### config.mk
export PLATFORM = sky130hd
export DESIGN_NAME = adaptive_threshold_engine_flat
export DESIGN_NICKNAME = d
export VERILOG_FILES = /design/src/rtl/adaptive_threshold_engine_if.sv /design/src/rtl/adaptive_threshold_engine.sv /design/src/flat_wrapper.sv
export SDC_FILE = /design/constraint.sdc
export NUM_CORES = 1
export LEC_CHECK = 0
export ABC_AREA = 1
export BUFFER_PORTS_ARGS = -buffer_cell sky130_fd_sc_hd__buf_4
export CORE_ASPECT_RATIO = 0.8
export CORE_MARGIN = 2
export CORE_UTILIZATION = 56
export CTS_CLUSTER_SIZE = 14
export DETAILED_ROUTE_END_ITERATION = 10
export PLACE_DENSITY_LB_ADDON = 0.08
export RECOVER_POWER = 50
export SETUP_SLACK_MARGIN = 0.1
export SLEW_MARGIN = 20
export SYNTH_ARGS = -nofsm -noshare
export SYNTH_HDL_FRONTEND = slang
export SYNTH_SLANG_ARGS = --single-unit
### constraint.sdc
create_clock -name clock -period 4.4 [get_ports clock]
set_input_delay 0.88 -clock clock [delete_from_list [all_inputs] [get_ports clock]]
set_output_delay 0.88 -clock clock [all_outputs]
set_load 0.005 [all_outputs]
### src/rtl/adaptive_threshold_engine_if.sv
// Memory-side bus of the adaptive threshold engine: image/threshold reads and result writes.
// Signal names keep the original port names so existing memory wrappers map one-to-one.
interface adaptive_threshold_engine_if #(
  parameter int WIDTH_BITS  = 8,
  parameter int HEIGHT_BITS = 8,
  parameter int DATA_BITS   = 8
);
  logic [WIDTH_BITS-1:0]  oImageCol;
  logic [HEIGHT_BITS-1:0] oImageRow;
  logic [DATA_BITS-1:0]   iImageData;
  logic [WIDTH_BITS-1:0]  oThresholdCol;
  logic [HEIGHT_BITS-1:0] oThresholdRow;
  logic [DATA_BITS-1:0]   iThresholdData;
  logic [WIDTH_BITS-1:0]  oResultCol;
  logic [HEIGHT_BITS-1:0] oResultRow;
  logic [DATA_BITS-1:0]   oResultData;
  logic                   oResultWren;

  modport master (
    output oImageCol, oImageRow, oThresholdCol, oThresholdRow,
    input  iImageData, iThresholdData,
    output oResultCol, oResultRow, oResultData, oResultWren
  );

  modport slave (
    input  oImageCol, oImageRow, oThresholdCol, oThresholdRow,
    output iImageData, iThresholdData,
    input  oResultCol, oResultRow, oResultData, oResultWren
  );
endinterface

### src/rtl/adaptive_threshold_engine.sv
// Raster-scan adaptive thresholding: reads pixel and local threshold, applies one of four
// modes with a signed offset, writes the result and counts pixels classified high.
module adaptive_threshold_engine #(
  parameter int WIDTH_BITS  = 8,
  parameter int HEIGHT_BITS = 8,
  parameter int DATA_BITS   = 8,
  parameter int OFFSET_BITS = 8,
  parameter int MEM_LATENCY = 1
) (
  input  logic                                clock,
  input  logic                                reset,
  input  logic                                iStart,
  input  logic [1:0]                          iMode,
  input  logic signed [OFFSET_BITS-1:0]       iOffset,
  input  logic [DATA_BITS-1:0]                iHigh,
  input  logic [DATA_BITS-1:0]                iLow,
  adaptive_threshold_engine_if.master         memBus,
  output logic                                oBusy,
  output logic                                finished,
  output logic [WIDTH_BITS+HEIGHT_BITS:0]     oCountHigh
);

  localparam int EXT_BITS = ((DATA_BITS > OFFSET_BITS) ? DATA_BITS : OFFSET_BITS) + 2;

  typedef enum logic [1:0] {IDLE, RUN, DRAIN, DONE} state_t;
  typedef enum logic [1:0] {MODE_BINARY, MODE_INVERSE, MODE_TRUNCATE, MODE_TOZERO} mode_t;

  typedef struct packed {
    logic                   valid;
    logic [WIDTH_BITS-1:0]  col;
    logic [HEIGHT_BITS-1:0] row;
  } tag_t;

  state_t state, nextState;

  mode_t                          modeReg;
  logic signed [OFFSET_BITS-1:0]  offsetReg;
  logic [DATA_BITS-1:0]           highReg, lowReg;

  logic [WIDTH_BITS-1:0]  colCount;
  logic [HEIGHT_BITS-1:0] rowCount;
  logic                   issueValid;
  tag_t                   pipe [MEM_LATENCY];
  tag_t                   head;

  logic startAccept, lastIssue, lastWrite;

  logic signed [EXT_BITS-1:0] thrExt, offExt, diff;
  logic [DATA_BITS-1:0]       tEff, resultValue;
  logic                       isHigh;

  assign memBus.oThresholdCol = memBus.oImageCol;
  assign memBus.oThresholdRow = memBus.oImageRow;
  assign head = pipe[MEM_LATENCY-1];

  always_ff @(posedge clock) begin
    if (!reset) state <= IDLE;
    else        state <= nextState;
  end

  always_comb begin
    nextState   = state;
    startAccept = iStart && ((state == IDLE) || (state == DONE));
    lastIssue   = (colCount == '1) && (rowCount == '1);
    lastWrite   = memBus.oResultWren && (memBus.oResultCol == '1) && (memBus.oResultRow == '1);
    oBusy       = (state == RUN) || (state == DRAIN);
    finished    = (state == DONE);
    case (state)
      IDLE:    if (iStart)    nextState = RUN;
      RUN:     if (lastIssue) nextState = DRAIN;
      DRAIN:   if (lastWrite) nextState = DONE;
      DONE:    if (iStart)    nextState = RUN;
      default: nextState = IDLE;
    endcase
  end

  // Start only arms the counters; the first address is registered one edge later.
  always_ff @(posedge clock) begin
    if (!reset) begin
      modeReg          <= MODE_BINARY;
      offsetReg        <= '0;
      highReg          <= '0;
      lowReg           <= '0;
      colCount         <= '0;
      rowCount         <= '0;
      issueValid       <= 1'b0;
      memBus.oImageCol <= '0;
      memBus.oImageRow <= '0;
    end else begin
      issueValid <= 1'b0;
      if (startAccept) begin
        modeReg   <= mode_t'(iMode);
        offsetReg <= iOffset;
        highReg   <= iHigh;
        lowReg    <= iLow;
        colCount  <= '0;
        rowCount  <= '0;
      end else if (state == RUN) begin
        memBus.oImageCol <= colCount;
        memBus.oImageRow <= rowCount;
        issueValid       <= 1'b1;
        colCount         <= colCount + 1'b1;
        if (colCount == '1) rowCount <= rowCount + 1'b1;
      end
    end
  end

  // Tags travel alongside the memory read so the write address lines up with its data.
  always_ff @(posedge clock) begin
    if (!reset) begin
      for (int unsigned i = 0; i < MEM_LATENCY; i++) pipe[i] <= '0;
    end else begin
      pipe[0] <= '{valid: issueValid, col: memBus.oImageCol, row: memBus.oImageRow};
      for (int unsigned i = 1; i < MEM_LATENCY; i++) pipe[i] <= pipe[i-1];
    end
  end

  always_comb begin
    thrExt = EXT_BITS'(memBus.iThresholdData);
    offExt = EXT_BITS'(offsetReg);
    diff   = thrExt - offExt;
    if (diff[EXT_BITS-1])                     tEff = '0;
    else if (|diff[EXT_BITS-2:DATA_BITS])     tEff = '1;
    else                                      tEff = diff[DATA_BITS-1:0];
    isHigh = memBus.iImageData > tEff;
    resultValue = '0;
    case (modeReg)
      MODE_BINARY:   resultValue = isHigh ? highReg : lowReg;
      MODE_INVERSE:  resultValue = isHigh ? lowReg : highReg;
      MODE_TRUNCATE: resultValue = isHigh ? tEff : memBus.iImageData;
      MODE_TOZERO:   resultValue = isHigh ? memBus.iImageData : '0;
      default:       resultValue = '0;
    endcase
  end

  always_ff @(posedge clock) begin
    if (!reset) begin
      memBus.oResultWren <= 1'b0;
      memBus.oResultData <= '0;
      memBus.oResultCol  <= '0;
      memBus.oResultRow  <= '0;
      oCountHigh         <= '0;
    end else begin
      memBus.oResultWren <= head.valid;
      if (head.valid) begin
        memBus.oResultData <= resultValue;
        memBus.oResultCol  <= head.col;
        memBus.oResultRow  <= head.row;
        if (isHigh) oCountHigh <= oCountHigh + 1'b1;
      end
      if (startAccept) oCountHigh <= '0;
    end
  end

endmodule

### src/flat_wrapper.sv
// flat-port wrapper written by rule: the top's interface ports become plain ports
module adaptive_threshold_engine_flat 
#(
  parameter int WIDTH_BITS  = 8,
  parameter int HEIGHT_BITS = 8,
  parameter int DATA_BITS   = 8,
  parameter int OFFSET_BITS = 8,
  parameter int MEM_LATENCY = 1
)
  (clock, reset, iStart, iMode, iOffset, iHigh, iLow, oBusy, finished, oCountHigh, memBus_oImageCol, memBus_oImageRow, memBus_oThresholdCol, memBus_oThresholdRow, memBus_iImageData, memBus_iThresholdData, memBus_oResultCol, memBus_oResultRow, memBus_oResultData, memBus_oResultWren);
  adaptive_threshold_engine_if #(.WIDTH_BITS(WIDTH_BITS), .HEIGHT_BITS(HEIGHT_BITS), .DATA_BITS(DATA_BITS)) memBus_i ();
  input  logic clock;
  input  logic reset;
  input  logic iStart;
  input  logic [1:0] iMode;
  input  logic signed [OFFSET_BITS-1:0] iOffset;
  input  logic [DATA_BITS-1:0] iHigh;
  input  logic [DATA_BITS-1:0] iLow;
  output logic oBusy;
  output logic finished;
  output logic [WIDTH_BITS+HEIGHT_BITS:0] oCountHigh;
  output wire logic [$bits(memBus_i.oImageCol)-1:0] memBus_oImageCol;
  output wire logic [$bits(memBus_i.oImageRow)-1:0] memBus_oImageRow;
  output wire logic [$bits(memBus_i.oThresholdCol)-1:0] memBus_oThresholdCol;
  output wire logic [$bits(memBus_i.oThresholdRow)-1:0] memBus_oThresholdRow;
  input wire logic [$bits(memBus_i.iImageData)-1:0] memBus_iImageData;
  input wire logic [$bits(memBus_i.iThresholdData)-1:0] memBus_iThresholdData;
  output wire logic [$bits(memBus_i.oResultCol)-1:0] memBus_oResultCol;
  output wire logic [$bits(memBus_i.oResultRow)-1:0] memBus_oResultRow;
  output wire logic [$bits(memBus_i.oResultData)-1:0] memBus_oResultData;
  output wire logic [$bits(memBus_i.oResultWren)-1:0] memBus_oResultWren;
  assign memBus_oImageCol = memBus_i.oImageCol;
  assign memBus_oImageRow = memBus_i.oImageRow;
  assign memBus_oThresholdCol = memBus_i.oThresholdCol;
  assign memBus_oThresholdRow = memBus_i.oThresholdRow;
  assign memBus_i.iImageData = memBus_iImageData;
  assign memBus_i.iThresholdData = memBus_iThresholdData;
  assign memBus_oResultCol = memBus_i.oResultCol;
  assign memBus_oResultRow = memBus_i.oResultRow;
  assign memBus_oResultData = memBus_i.oResultData;
  assign memBus_oResultWren = memBus_i.oResultWren;
  adaptive_threshold_engine #(.WIDTH_BITS(WIDTH_BITS), .HEIGHT_BITS(HEIGHT_BITS), .DATA_BITS(DATA_BITS), .OFFSET_BITS(OFFSET_BITS), .MEM_LATENCY(MEM_LATENCY)) u_core (.clock(clock), .reset(reset), .iStart(iStart), .iMode(iMode), .iOffset(iOffset), .iHigh(iHigh), .iLow(iLow), .memBus(memBus_i), .oBusy(oBusy), .finished(finished), .oCountHigh(oCountHigh));
endmodule
==> impl_metrics.tcl <==
set metrics [dict create \
    p_leak_nw 3.58 \
    io_buffers 120 \
    hold_class "reg -> reg" \
    finClkSkew_ns 0.00806 \
    die_height_um 97.8 \
    path_clk_slew_ns 0.06 \
    cp_slowest_cell "fa_1" \
    r2r-start "u_core.offsetReg[0]" \
    ant_nets 0 \
    p_sw_share_pct 38.5 \
    setup_viol 0 \
    min_from "u_core.issueValid" \
    grt.overflow.total 0 \
    fmax_mhz 269 \
    synth-seq-cells 120 \
    rsz0062_at_grt "false" \
    criticalPathCategory "in -> reg" \
    critPathArrivalTime_ns 4.04 \
    yosysWarnings 0 \
    min_period_ns 3.71 \
    cts-hold-fix-buffers 0 \
    cts_tree "yes" \
    cap_violations 1 \
    antenna_found_initial 0 \
    ys_seq_area_share_pct 39.0 \
    timing.hold.ws_ns 0.417 \
    ys_async_sr_fraction_pct 0 \
    top_usage_layer "met2" \
    status "finished with violations" \
    relSlewSlack_pct -87.0 \
    cp_slowest_stage_delay_ns 0.40 \
    dr.pass1.iters 5 \
    initial_core_util_pct 56.9 \
    drive_above_1_share_pct 18.8 \
    cts_root_buf "clkbuf_16" \
    cts_max_level 4 \
    clock_latency_ns 0.42 \
    cts_resized 0 \
    hold-path-cell-count 2 \
    grt_max_degree 78 \
    place_worst_setup_slack_ns 0.338 \
    vias_per_cell 5.20 \
    reg2regPathDepth 25 \
    die_w_um 121 \
    cellPowerDensity_nw_per_um2 592 \
    hold_viol 0 \
    r2r_slack_ns 0.95 \
    period_share_pct 84.4 \
    synth_edf_count 0 \
    crit_path_frequent_cell "nand2_1" \
    use_met3_pct 6.54 \
    finalMaxSlewViolations 78 \
    nFillCells 944 \
    layout_setup_ws_ns 0.687 \
    track_usage_pct 27.3 \
    yosysUniqueCellTypes 41 \
    synth.avg_cell_area_um2 6.98 \
    crit_path_start "memBus_iThresholdData[0]" \
    cts_buffers 17 \
    power.switching_mw 1.73 \
    finalSetupTns_ns 0 \
    violations "capacitance limit, slew limit" \
    grt_use_met2_pct 40.1 \
    wl_per_cell_um 13.9 \
    p_seq_share_pct 31.5 \
    syn_area_um2 6150 \
    grt_pass1_vias 5397 \
    reg2reg_to "u_core.memBus.oResultData[3]" \
    nets 1048 \
    worstPathMaxFanout 28 \
    row_count 34 \
    num_antenna_cells 0 \
    clock-sinks 120 \
    cp.required_ns 4.72 \
    drc 0 \
    comb_power_share_pct 37.1 \
    worst_ir_drop_vdd_v 0.000290 \
    die_area_um2 11800 \
    cts_setup_buffers 0 \
    crit_path_end_kind "flip-flop" \
    syn_inst 882 \
    area_growth_pct 23.2 \
    p_clk_share_pct 31.4 \
    grt_pass1_wl_um 25900 \
    hold_end "u_core.pipe[0][16]" \
    synth_ff_type "dfxtp_1" \
    via_count 5898 \
    cp-start-kind "primary input" \
    drt-initial-drc-count 494 \
    dp_hpwl_um 11300 \
    worst_slew_pin_slew_ns 2.80 \
    ctsLongestPathBuffers 2 \
    met1_usage_pct 39.7 \
    globalplace.congestion 0.906 \
    core_um2 10800 \
    syn_nets 952 \
    wl_um 15700 \
    io-pin-count 121 \
    p_int_mw 2.75 \
]
## worst max-delay path, delay by kind of cell
family | cells | cell delay [ns]
simple gates | 18 | 1.59
buf+inv | 6 | 0.63
fa+ha+maj | 3 | 0.92
## per-stage QoR
stage | instances | power [mW] | instance area [µm²] | util (%)
after floorplan | 882 | 2.67 | 6150 | -
after global placement | 1103 | 3.02 | 6990 | 64.7
after detailed placement | 1103 | 3.07 | 6990 | 64.7
after CTS | 1135 | 4.48 | 7590 | 70.2
after global routing | 1135 | 4.79 | 7580 | 70.1
final | 1135 | 4.48 | 7580 | 70.1
## cell usage in the layout, fill, tap and decap left out, drive strengths merged
master    count
nand3b        3
or2           1
a211oi        1
fa            1
o211ai        1
ha           24
xnor2         7
clkbuf       51
o21a          1
a31oi         4
nor4          1
nand2       176
a21oi        89
inv         123
nor3         16
nor2        125
buf          93
o22ai         2
nand3        54
clkinvlp      2
nor3b         1
o21ai        70
clkinv        6
dfxtp       120
nand4        11
xor2          5
bufinv        2
a21o          1
## state kept, by name, summed over array words and instances (netlist names), 2 cells and up
register	flops
u_core.highReg	8
u_core.memBus.oResultData	8
u_core.state	2
u_core.colCount	8
u_core.memBus.oResultCol	8
u_core.memBus.oResultRow	8
u_core.rowCount	8
u_core.memBus.oImageCol	8
u_core.pipe	17
u_core.memBus.oImageRow	8
u_core.offsetReg	8
u_core.modeReg	2
u_core.oCountHigh	17
u_core.lowReg	8
## synthesized netlist by cell type, types with 4 or more instances
| library cell | instances | area (µm²) |
|---|---|---|
| nand3_1 | 54 | 270 |
| xnor2_1 | 7 | 61.3 |
| inv_1 | 113 | 424 |
| buf_2 | 5 | 25.0 |
| inv_2 | 5 | 18.8 |
| buf_4 | 18 | 135 |
| nand2_1 | 171 | 642 |
| ha_1 | 24 | 300 |
| o21ai_0 | 69 | 345 |
| dfxtp_1 | 120 | 2400 |
| nor2_1 | 120 | 450 |
| clkbuf_1 | 20 | 75.1 |
| xor2_1 | 5 | 43.8 |
| nor3_1 | 13 | 65.1 |
| a31oi_1 | 4 | 25.0 |
| a21oi_1 | 78 | 390 |
| a21oi_2 | 11 | 96.3 |
| nand2_2 | 4 | 25.0 |
| nand4_1 | 9 | 56.3 |
## worst max path at each step
stage	slack, ns	endpoint
floorplan	0.87	u_core.memBus.oResultData[2]
global placement	0.46	u_core.memBus.oResultData[0]
detailed placement	0.34	u_core.oCountHigh[1]
CTS	0.75	u_core.memBus.oResultData[6]
global route	0.31	u_core.memBus.oResultData[3]
finish	0.69	u_core.memBus.oResultData[3]
## routing by layer
metal | routed length, µm | up-vias
met2 | 6790 | 199
met3 | 1090 | 17
met4 | 169 | 0
met5 | 0 | -
met1 | 7680 | 2677
li1 | - | 3005
## kinds of logic after synthesis
logic type	count (synthesis)	share of synthesized area (%)
buffers and inverters	168	12.0
DFF	120	39.0
adders and majority gates	25	5.21
and+or+nand+nor	388	27.3
xor gates and xnor gates	12	1.71
AOI/OAI and AO/OA	169	14.7
## final cells by class
type                            instances  area [µm²]  share of cell area (%)
Sequential cell                       120        2400                    31.7
Inverter                              119         447                    5.89
Clock inverter                         14         163                    2.15
Multi-Input combinational cell        594        3010                    39.7
Clock buffer                           18         439                    5.80
Tap cell                              144         180                    2.38
Timing Repair Buffer                  126         935                    12.3
## power by group through the flow
stage / combinational, mW / sequential [mW] / clock [mW]
after floorplan: 1.29 / 1.39 / 0
after global placement: 1.59 / 1.43 / 0
after detailed placement: 1.64 / 1.43 / 0
after CTS: 1.66 / 1.41 / 1.42
after global routing: 1.89 / 1.43 / 1.47
final: 1.67 / 1.41 / 1.41
Note: power is estimated with default switching activity, not from simulation.
